[src/rtl/seq_divider4.sv]
// seq_divider4: 4-bit unsigned restoring divider, one quotient bit per clock.
module seq_divider4 (
  input  logic       clk,
  input  logic       reset_n,
  input  logic       Start,
  input  logic [3:0] Dividend,
  input  logic [3:0] Divisor,
  output logic [3:0] Quotient,
  output logic [3:0] Remainder,
  output logic       Busy,
  output logic       Done,
  output logic       DivByZero
);
  typedef enum logic [1:0] {IDLE, RUN, DONE} state_t;
  state_t     state_q, state_d;
  logic [4:0] r_q, r_d, d_q, d_d, rs;
  logic [3:0] q_q, q_d, quo_q, quo_d, rem_q, rem_d;
  logic [1:0] cnt_q, cnt_d;
  logic       dbz_q, dbz_d;
  logic [5:0] t;
  always_comb begin
    state_d = state_q;
    r_d     = r_q;
    q_d     = q_q;
    d_d     = d_q;
    cnt_d   = cnt_q;
    quo_d   = quo_q;
    rem_d   = rem_q;
    dbz_d   = dbz_q;
    rs      = {r_q[3:0], q_q[3]};
    // t[5] is the carry-out of rs + ~D + 1: set means no borrow
    t       = {1'b0, rs} + {1'b0, ~d_q} + 6'd1;
    unique case (state_q)
      IDLE: if (Start) begin
        if (Divisor != 4'd0) begin
          r_d     = '0;
          q_d     = Dividend;
          d_d     = {1'b0, Divisor};
          cnt_d   = '0;
          state_d = RUN;
        end else begin
          quo_d   = 4'hF;
          rem_d   = Dividend;
          dbz_d   = 1'b1;
          state_d = DONE;
        end
      end
      RUN: begin
        r_d   = t[5] ? t[4:0] : rs;
        q_d   = {q_q[2:0], t[5]};
        cnt_d = cnt_q + 2'd1;
        if (cnt_q == 2'd3) begin
          quo_d   = q_d;
          rem_d   = r_d[3:0];
          dbz_d   = 1'b0;
          state_d = DONE;
        end
      end
      default: state_d = IDLE;
    endcase
  end
  always_ff @(posedge clk or negedge reset_n) begin
    if (!reset_n) begin
      state_q <= IDLE;
      r_q     <= '0;
      q_q     <= '0;
      d_q     <= '0;
      cnt_q   <= '0;
      quo_q   <= '0;
      rem_q   <= '0;
      dbz_q   <= 1'b0;
    end else begin
      state_q <= state_d;
      r_q     <= r_d;
      q_q     <= q_d;
      d_q     <= d_d;
      cnt_q   <= cnt_d;
      quo_q   <= quo_d;
      rem_q   <= rem_d;
      dbz_q   <= dbz_d;
    end
  end
  assign Quotient  = quo_q;
  assign Remainder = rem_q;
  assign DivByZero = dbz_q;
  assign Busy      = (state_q == RUN);
  assign Done      = (state_q == DONE);
endmodule

[config.mk]
export PLATFORM = sky130hd
export DESIGN_NAME = seq_divider4
export DESIGN_NICKNAME = d
export VERILOG_FILES = /design/src/rtl/seq_divider4.sv
export SDC_FILE = /design/constraint.sdc
export NUM_CORES = 1
export LEC_CHECK = 0
export BUFFER_PORTS_ARGS = -buffer_cell sky130_fd_sc_hd__buf_2
export CAP_MARGIN = 15
export CORE_ASPECT_RATIO = 0.6
export CORE_MARGIN = 8
export CORE_UTILIZATION = 31
export DETAILED_ROUTE_END_ITERATION = 8
export GPL_TIMING_DRIVEN = 0
export PLACE_DENSITY = 0.47
export SLEW_MARGIN = 15
export SYNTH_ARGS = -nofsm -noshare
export SYNTH_HDL_FRONTEND = slang
export SYNTH_SLANG_ARGS = --single-unit
[constraint.sdc]
create_clock -name clk -period 2.7 [get_ports clk]
set_clock_uncertainty 0.15 [all_clocks]
set_input_delay 0.27 -clock clk [delete_from_list [all_inputs] [get_ports clk]]
set_output_delay 0.27 -clock clk [all_outputs]
set_load 0.05 [all_outputs]
# ---- Yosys cells after proc, flatten, opt, wreduce, memory -nomap -nowiden
# Index checks and enable logic that the tools add are counted.
dict set report totals {
  register_bits 25
  in_bits 11
  word_cells 52
}
dict set report op_classes {
  add_sub_neg 3
  n_eq_ne 7
  n_mux 26
  bitwise_logic 1
  n_reduce_logical 7
}
# operator count
set ops {}
lappend ops {{4-bit two-way mux} 11}
lappend ops {{4-bit case mux with 2 select lines} 4}
lappend ops {{2-bit two-way mux} 5}
lappend ops {{2-bit case mux with 2 select lines} 2}
lappend ops {{5-bit by 5-bit adder with 6-bit output} 1}
lappend ops {{6-bit by 1-bit adder with 6-bit output, second input constant} 1}
lappend ops {{2-bit inequality test, second input constant} 3}
lappend ops {{3-bit AND reduction} 2}
lappend ops {{4-bit inverter with 5-bit output} 1}
lappend ops {{2-bit equality test, second input constant} 2}
lappend ops {{4-bit AND reduction} 1}
lappend ops {{4-bit nonzero test} 1}
lappend ops {{1-bit two-way mux} 3}
lappend ops {{2-bit by 1-bit adder with 2-bit output, second input constant} 1}
lappend ops {{2-bit by 1-bit equality test with 1-bit output, second input constant} 1}
lappend ops {{2-bit zero test} 1}
lappend ops {{2-bit by 1-bit inequality test with 1-bit output, second input constant} 1}
lappend ops {{1-bit case mux with 2 select lines} 1}
lappend ops {{2-bit AND reduction} 1}
lappend ops {{2-bit nonzero test} 1}

# ---- Logic depth before layout (Yosys ltp)
# Gate-level depths: netlist of run 1.
dict set report depth {
  depth_word 6
  ltp_mapped 7
  mapped_depth_nobuf 7
}

# ---- Worst setup path before layout of run 1
# No wires, ideal clock.
dict set report synth_timing {
  kind {register -> register}
  start {reg r_q[0]}
  end {reg rem_q[1], in the netlist Remainder[1]}
  setup_ns 0.082
  t_arrival_ns 1.983
  setup_slack_ns 0.485
  stages_incl_launch_ff 7
  path_buffers 0
  path_cell_list {dfrtp_1 ha_1 nor2b_1 o31a_1 nor3_1 mux2_2 a31oi_1}
}
dict set report synth_between {
  elab_chain_len 5
}
# item line_no
set synth_lines {}
lappend synth_lines {{start, declared} 16} ;# logic [4:0] r_q, r_d, d_q, d_d, rs;
lappend synth_lines {{start signal, assigned} 74} ;# r_q <= r_d;
lappend synth_lines {{5-bit by 5-bit adder with 6-bit output} 32} ;# t = {1'b0, rs} + {1'b0, ~d_q} + 6'd1;
lappend synth_lines {{6-bit by 1-bit adder with 6-bit output} 32}
lappend synth_lines {{4-bit two-way mux (*)} 49} ;# r_d = t[5] ? t[4:0] : rs;
lappend synth_lines {{4-bit two-way mux (*)} 52} ;# if (cnt_q == 2'd3) begin
lappend synth_lines {{4-bit case mux with 2 select lines (*)} 33} ;# unique case (state_q)
lappend synth_lines {{end signal, assigned} 79} ;# rem_q <= rem_d;
lappend synth_lines {{end, declared} 17} ;# logic [3:0] q_q, q_d, quo_q, quo_d, rem_q, rem_d;
# Mark *: on every way between the ends. The rest lies on a longest branch, timed or not. The select of a mux whose other input is x is not followed.
# A chain may end at the register's enable or synchronous reset.

# ---- Final worst setup path of run 1
dict set report layout_timing {
  start {reg state_q[1]}
  end {out Busy}
}
dict set report layout_between {
  elab_chain_len 1
}
# item line_no
set layout_lines {}
lappend layout_lines {{start, declared} 15} ;# state_t state_q, state_d;
lappend layout_lines {{start signal, assigned} 73} ;# state_q <= state_d;
lappend layout_lines {{2-bit by 1-bit equality test with 1-bit output} 86} ;# assign Busy = (state_q == RUN);
lappend layout_lines {{end, declared} 10} ;# output logic Busy,
# No other way between the ends.

==> results.toml, run 1 <==
[pwr]
p_leak_nw = 0.6545
total_power_mw = 2.086
power.density_mw_per_mm2 = 1460
vdd_drop_max_mv = 0.6340

[logic_synthesis]
syn-num-nets = 130
yosys-top-cells-area = "dfrtp_1 52%, mux2_2 5.6%, nand2_1 5.3%"
synth_area_per_cell_um2 = 10.66
synth_top_area_share_pct = 51.92
seq_area_frac_synth_pct = 51.92
yosys_warnings = 0
synthDistinctLibCells = 33
synth_area_mm2 = 0.001205
synthCells = 113
synth_area_leader_cell = "dfrtp_1"
ys_seq_elements = 25

[critical_path]
crit_arrival_ns = 2.05
crit_buf_inv = 4
critPathKind = "reg2out"
critPathTopFamily = "buffers and inverters"
critical-path-slowest-cell = "dfrtp_1"
critPathMaxStageDelay_ns = 0.45
required_ns = 2.28
crit_chain = "nand2b_1, clkbuf_1, inv_1, clkbuf_1, buf_2"
ff2ff_path_depth = 6
crit_fanout = 10
cp-end-kind = "output pin"
worst-path-stages = 5
startpoint_type = "flop"
cpMostUsedCell = "clkbuf_1"

[cells_and_area]
layout.nets = 157
layout_commonest_cell = "dfrtp_1"
antenna_cells = 0
drive_gt1_share_pct = 27.34
fin_cells = 186
final_cell_area_mm2 = 0.001429
utilization_pct = 38.61
layout_common_cells = "25 x dfrtp_1, 21 x buf_2, 17 x nand2_1"
area_delta_synth_final_pct = 18.59

[global_route]
antenna_found_initial = 0
grt_use_total_pct = 9.872
grt_pass1_wl_um = 4712
grt_remaining_overflow = 0
grt_max_degree = 26
grt_pass1_vias = 913

[timing]
holdWs_ns = 0.1073
fmax_mhz = 404.4
setup_viol = 0
slew_viol_final = 0
hold_viol = 0
max-slew-margin-rel_pct = 62.23
worst_slack_ns = 0.2273
tightestPinTransition_ns = 0.5644
min_period_ns = 2.473
finalSetupTns_ns = 0
finalCritPeriodShare_pct = 91.58
rsz0062_at_grt = "false"

[placed_design]
place_inst = 181
dp.final_hpwl_um = 2187
dpl_cell_area_mm2 = 0.001369
io_buffer_count = 21
place_congestion = 0.7590
dp_slack_ns = 0.1454

[drt]
wl_um = 2871
antenna_left = 0
first_iter_violations = 38
dr.pass1.iters = 4
viasPerCell = 5.005
vias = 931
drc = 0
routedWlPerCell_um = 15.44

[clock_tree]
clk_latency_ns = 0.27
cts_inserted_buffers = 3
h-tree-depth = 1
clock_path_buffers = 2
clock-root-buffer = "clkbuf_8"
cts_sinks = 25
tritoncts = "done"
clkTransAtPathRegs_ns = 0.08

[floorplan]
dieArea_mm2 = 0.006203
core_mm2 = 0.003701
fp-row-count = 17
boundaryPins = 22
die_x_um = 96.49
start_util_pct = 32.56
die_h_um = 64.29

[flow_run]
maxCapViolations = 0

[hold_path]
hold_depth = 2
holdCritPathClass = "in2reg"

[run_status]
status = "complete, no violations"
## synthesized netlist by cell type
| library cell | n |
|---|---|
| nor2b_1 | 2 |
| o32a_1 | 1 |
| a21oi_1 | 2 |
| o22a_1 | 1 |
| or3_1 | 1 |
| and3_1 | 1 |
| or3b_4 | 1 |
| buf_6 | 1 |
| o22a_2 | 2 |
| a41oi_1 | 1 |
| nand3_1 | 3 |
| clkbuf_1 | 2 |
| or4_1 | 1 |
| a31oi_1 | 6 |
| xnor2_1 | 1 |
| nor4b_1 | 1 |
| o21a_1 | 2 |
| o31a_1 | 1 |
| o21ai_0 | 3 |
| dfrtp_1 | 25 |
| a211o_1 | 1 |
| a22o_1 | 1 |
| or2_2 | 1 |
| mux2_2 | 6 |
| ha_1 | 5 |
| a21oi_4 | 1 |
| nor2_1 | 11 |
| inv_1 | 6 |
| nand2b_1 | 1 |
| fa_1 | 1 |
| or4_4 | 1 |
| nor3_1 | 3 |
| nand2_1 | 17 |
## registers in the layout, indices dropped and copies added (netlist names)
register   count
DivByZero      1
cnt_q          2
state_q        2
d_q            4
r_q            4
q_q            4
Quotient       4
Remainder      4
## power by group
part           internal (mW)  switching (mW)
Clock                  0.105           0.113
Combinational          0.426           0.744
Sequential             0.561           0.137
## layer usage
metal | global-route usage [%] | vias up | share of wire [%]
li1 | - | 450 | -
met1 | 14.19 | 451 | 51
met2 | 13.28 | 28 | 39
met3 | 4.312 | 2 | 9.0
met4 | 1.689 | 0 | 0.56
met5 | 0 | - | 0
## cell type report
class | count | area, um^2
inverter | 6 | 22.52
tap | 47 | 58.81
fill | 389 | 2272
clock buffer | 4 | 45.04
buffer | 3 | 18.77
sequential | 25 | 625.6
timing repair buffer | 22 | 115.1
multi-input combinational | 79 | 543.0
## logic make-up after synthesis
family | share of synthesized area, %
compound gates | 13.92
flops | 51.92
mux | 5.607
fa+ha+maj | 6.854
xor+xnor | 0.7270
buf+inv | 3.427
simple gates | 17.55
## what timing repair did
item | in CTS | in global routing
endpoints found under the setup margin | 0 | 2
buffers inserted | 0 | 0
hold buffers | 1 | 0
hold endpoints to repair | 25 | 0
resized for setup | 0 | 1
## final timing paths
| path | startpoint | to | slack, ns |
|---|---|---|---|
| worst min register to register | cnt_q[0] | cnt_q[0] | 0.33 |
| max in group asynchronous | reset_n | Remainder[3] | 1.65 |
| worst max register to register | r_q[0] | Remainder[1] | 0.33 |
| worst min-delay path | Divisor[2] | d_q[2] | 0.11 |
| min in group asynchronous | reset_n | cnt_q[1] | 0.37 |
| worst max-delay path | state_q[1] | Busy | 0.23 |
Power figures use the tool's default switching activity.
==> run 2, diff against run 1 <==
--- a/config.mk
+++ b/config.mk
@@ -5,14 +5,15 @@
 export SDC_FILE = /design/constraint.sdc
 export NUM_CORES = 1
 export LEC_CHECK = 0
-export BUFFER_PORTS_ARGS = -buffer_cell sky130_fd_sc_hd__buf_2
 export CAP_MARGIN = 15
 export CORE_ASPECT_RATIO = 0.6
-export CORE_MARGIN = 8
+export CORE_MARGIN = 3
 export CORE_UTILIZATION = 31
+export CTS_BUF_LIST = sky130_fd_sc_hd__clkbuf_2
 export DETAILED_ROUTE_END_ITERATION = 8
+export DONT_BUFFER_PORTS = 1
 export GPL_TIMING_DRIVEN = 0
-export PLACE_DENSITY = 0.47
+export PLACE_DENSITY = 0.42
 export SLEW_MARGIN = 15
 export SYNTH_ARGS = -nofsm -noshare
 export SYNTH_HDL_FRONTEND = slang
==> results.toml, run 2 (same netlist as run 1, synthesis figures left out) <==
[timing]
setup_viol = 0
min_period_ns = 2.571
fmax_mhz = 388.9
slew_viol_final = 0
tightestPinTransition_ns = 0.9243
hold_viol = 0
rsz0062_at_grt = "false"
finalCritPeriodShare_pct = 95.22
worst_slack_ns = 0.1289
finalSetupTns_ns = 0
max-slew-margin-rel_pct = 38.25

[critical_path]
critical-path-slowest-cell = "nor3_1"
required_ns = 2.85
startpoint_type = "flop"
cp-end-kind = "flop"
critPathKind = "reg2reg"
critPathMaxStageDelay_ns = 0.57
crit_arrival_ns = 2.72
crit_fanout = 7
crit_chain = "ha_1, nor2b_1, o31a_1, nor3_1, mux2_2, a31oi_1"
ff2ff_path_depth = 6

[global_route]
grt_pass1_wl_um = 4395
grt_max_degree = 26
antenna_found_initial = 0
grt_remaining_overflow = 0
grt_pass1_vias = 857
grt_use_total_pct = 12.72

[clock_tree]
tritoncts = "done"
clock-root-buffer = "clkbuf_2"
cts_sinks = 25
clkTransAtPathRegs_ns = 0.25
clk_latency_ns = 0.35
clock_path_buffers = 2
h-tree-depth = 1
cts_inserted_buffers = 3
post_cts_buffers = 0

[cells_and_area]
multiInputGateArea_um2 = 538.0
area_delta_synth_final_pct = 14.75
layout.nets = 144
seqCellArea_um2 = 625.6
utilization_pct = 39.69
layout_commonest_cell = "dfrtp_1"
drive_gt1_share_pct = 15.08
layout_common_cells = "25 x dfrtp_1, 17 x nand2_1, 11 x nor2_1"
fillers = 348
antenna_cells = 0

[flow_run]
maxCapViolations = 0

[drt]
routedWlPerCell_um = 16.23
dr_wl_met2_um = 1009
wl_met1_um = 1541
vias = 858
viasPerCell = 5.018
dr_wl_met3_um = 212
dr.pass1.iters = 4
highest_layer = "met4"
first_iter_violations = 49
antenna_left = 0
wl_um = 2775
drc = 0

[pwr]
p_switching_mw = 0.9766
p_seq_share_pct = 47.9
power.density_mw_per_mm2 = 1406
power.share.clock_pct = 7.7
cell_internal_pwr_mw = 0.9668
p_comb_share_pct = 44.4
p_leak_nw = 0.6081
swShare_pct = 50.25
vdd_drop_max_mv = 0.4978

[run_status]
status = "complete, no violations"

[placed_design]
io_buffer_count = 0
place_congestion = 0.7127
dp.final_hpwl_um = 2091
dp_slack_ns = 0.1123

[floorplan]
dieArea_mm2 = 0.004695
die_h_um = 54.29
start_util_pct = 34.59
die_x_um = 86.49
fp-row-count = 16
core_mm2 = 0.003483
boundaryPins = 22

[hold_path]
holdCritPathClass = "in2reg"
hold_depth = 3
==> run 2: final timing paths <==
path	startpoint	end	slack, ns
max reg2reg	r_q[0]	Remainder[1]	0.13
max in group asynchronous	reset_n	Quotient[0]	2.10
min	Dividend[0]	Remainder[0]	0.02
min in group asynchronous	reset_n	Quotient[1]	0.15
max	r_q[0]	Remainder[1]	0.13
min reg2reg	cnt_q[0]	cnt_q[0]	0.34
==> run 2: layer usage <==
metal	GRT usage [%]	up-vias
met1	20.28	402
met4	1.554	0
met5	0	-
li1	-	424
met2	16.62	30
met3	4.060	2
==> run 2: worst max-delay path, delay by kind of cell, from the launching register on <==
family,cells,cell delay [ns]
flops,1,0.49
simple gates,2,0.71
fa+ha+maj,1,0.30
compound gates,2,0.42
mux,1,0.45
==> run 2: power groups by stage <==
stage	registers [mW]	logic [mW]	clock network (mW)
after floorplan	0.894	0.682	0
after global placement	0.939	0.834	0
after detailed placement	0.946	0.844	0
after CTS	0.935	0.871	0.157
after global routing	0.957	0.971	0.171
final	0.930	0.864	0.149
==> run 2: final cells by class <==
cell class / count / area share, %
sequential: 25 / 45.25
multi-input combinational: 79 / 38.91
timing repair buffer: 9 / 7.240
tap: 45 / 4.072
inverter: 6 / 1.629
buffer: 3 / 1.448
clock buffer: 3 / 1.086
clock inverter: 1 / 0.3620
==> run 2: through the flow <==
stage                     total power [mW]  hold slack (ns)  cell area, um^2  std cells
after floorplan                      1.577          -0.1756             1205        113
after global placement               1.773          -0.1749             1261        158
after detailed placement             1.790          -0.1746             1261        158
after CTS                            1.964          0.01325             1381        171
after global routing                 2.099         0.006440             1383        171
final                                1.943          0.01558             1383        171
==> run 2: repair_timing <==
item                                    in CTS  in global routing
hold buffers                                 9                  0
endpoints found under the hold margin       35                  0
endpoints found under the setup margin       0                  6
gates resized for setup                      0                  3
==> run 3, diff against run 2 <==
--- a/config.mk
+++ b/config.mk
@@ -13,7 +13,9 @@
 export DETAILED_ROUTE_END_ITERATION = 8
 export DONT_BUFFER_PORTS = 1
 export GPL_TIMING_DRIVEN = 0
+export MAX_ROUTING_LAYER = met4
 export PLACE_DENSITY = 0.42
+export RECOVER_POWER = 50
 export SLEW_MARGIN = 15
 export SYNTH_ARGS = -nofsm -noshare
 export SYNTH_HDL_FRONTEND = slang
==> results.toml, run 3 (same netlist as run 1, synthesis figures left out) <==
[run_status]
status = "complete, no violations"

[drt]
dr.pass1.iters = 4
drc = 0
vias = 849
antenna_left = 0
routedWlPerCell_um = 16.24
first_iter_violations = 40
viasPerCell = 4.965
wl_um = 2777

[placed_design]
place_congestion = 0.7208
dp_slack_ns = 0.1123
dp.final_hpwl_um = 2091
io_buffer_count = 0
place_inst = 158

[clock_tree]
cts_inserted_buffers = 3
clk_latency_ns = 0.35
clock-root-buffer = "clkbuf_2"
cts_sinks = 25
post_cts_buffers = 0
clkTransAtPathRegs_ns = 0.25
h-tree-depth = 1
tritoncts = "done"
clock_path_buffers = 2

[critical_path]
cp-end-kind = "flop"
critPathKind = "reg2reg"
crit_fanout = 7
crit_arrival_ns = 2.72
startpoint_type = "flop"
required_ns = 2.85

[timing]
hold_viol = 0
finalCritPeriodShare_pct = 94.99
fmax_mhz = 389.9
worst_slack_ns = 0.1352
tightestPinTransition_ns = 1.368
slew_viol_final = 0
finalSetupTns_ns = 0
max-slew-margin-rel_pct = 8.803
setup_viol = 0
min_period_ns = 2.565
rsz0062_at_grt = "false"

[global_route]
grt_remaining_overflow = 0
grt_max_degree = 26
antenna_found_initial = 0
grt_use_total_pct = 13.11
grt_pass1_wl_um = 4402
grt_pass1_vias = 855

[cells_and_area]
multiInputGateArea_um2 = 538.0
area_delta_synth_final_pct = 13.40
drive_gt1_share_pct = 14.29
layout_commonest_cell = "dfrtp_1"
layout.nets = 144
antenna_cells = 0
seqCellArea_um2 = 625.6
fin_cells = 171
layout_common_cells = "25 x dfrtp_1, 17 x nand2_1, 11 x nor2_1"
fillers = 351

[floorplan]
boundaryPins = 22
core_mm2 = 0.003483
dieArea_mm2 = 0.004695
die_h_um = 54.29
die_x_um = 86.49
start_util_pct = 34.59
fp-row-count = 16

[pwr]
total_power_mw = 1.942
power.density_mw_per_mm2 = 1421
p_leak_nw = 0.5999
vdd_drop_max_mv = 0.5021

[flow_run]
maxCapViolations = 0

[hold_path]
holdCritPathClass = "in2reg"
run 3: cell types whose count changed in the layout (fill, tap and decap cells not counted):
cell,previous run,this run
clkbuf_1,1,2
buf_12,1,0
run 3: final timing paths:
check                       startpoint            to  slack (ns)  cells after the start
max in group asynchronous      reset_n        d_q[2]        1.04                      2
min                        Dividend[0]  Remainder[0]        0.02                      3
min reg2reg                   cnt_q[0]      cnt_q[0]        0.34                      1
max reg2reg                     r_q[0]  Remainder[1]        0.14                      6
min in group asynchronous      reset_n      cnt_q[0]        0.57                      2
max                             r_q[0]  Remainder[1]        0.14                      6
run 3: power breakdown:
group | leakage (nW) | internal (mW) | switching, mW
combinational | 0.290 | 0.376 | 0.485
sequential | 0.293 | 0.554 | 0.377
clock | 0.0164 | 0.0336 | 0.116
total | 0.600 | 0.964 | 0.978
run 3: metal layers:
layer,share of wire [%],global-route usage (%),wire [um]
met1,57,20.37,1585
met2,36,16.62,1011
met3,6.2,3.910,171
met4,0.29,1.554,8
met5,0,-,0
run 3: final cells by class:
class	instances	share of cell area, %
timing repair buffer	9	6.136
tap	45	4.121
inverter	6	1.648
buffer	3	1.465
multi-input combinational	79	39.38
clock buffer	3	1.099
clock inverter	1	0.3663
sequential	25	45.79
run 3: stage by stage:
| step | utilization [%] | instance area [um^2] | hold WS, ns |
|---|---|---|---|
| after floorplan | - | 1205 | -0.1756 |
| after global placement | 36.21 | 1261 | -0.1749 |
| after detailed placement | 36.21 | 1261 | -0.1746 |
| after global routing | 39.22 | 1366 | 0.006437 |
| after CTS | 39.66 | 1381 | 0.01325 |
| final | 39.22 | 1366 | 0.02028 |
run 3: timing repair:
item,4_1_cts,5_1_grt
resized for setup,0,3
endpoints found under the hold margin,35,0
hold buffers,9,0
setup endpoints to repair,0,6
run 3: critical path, stage by stage (launching register included):
cell and delay, ns:
dfrtp_1 0.49, ha_1 0.30, nor2b_1 0.14, o31a_1 0.24
nor3_1 0.56, mux2_2 0.45, a31oi_1 0.18
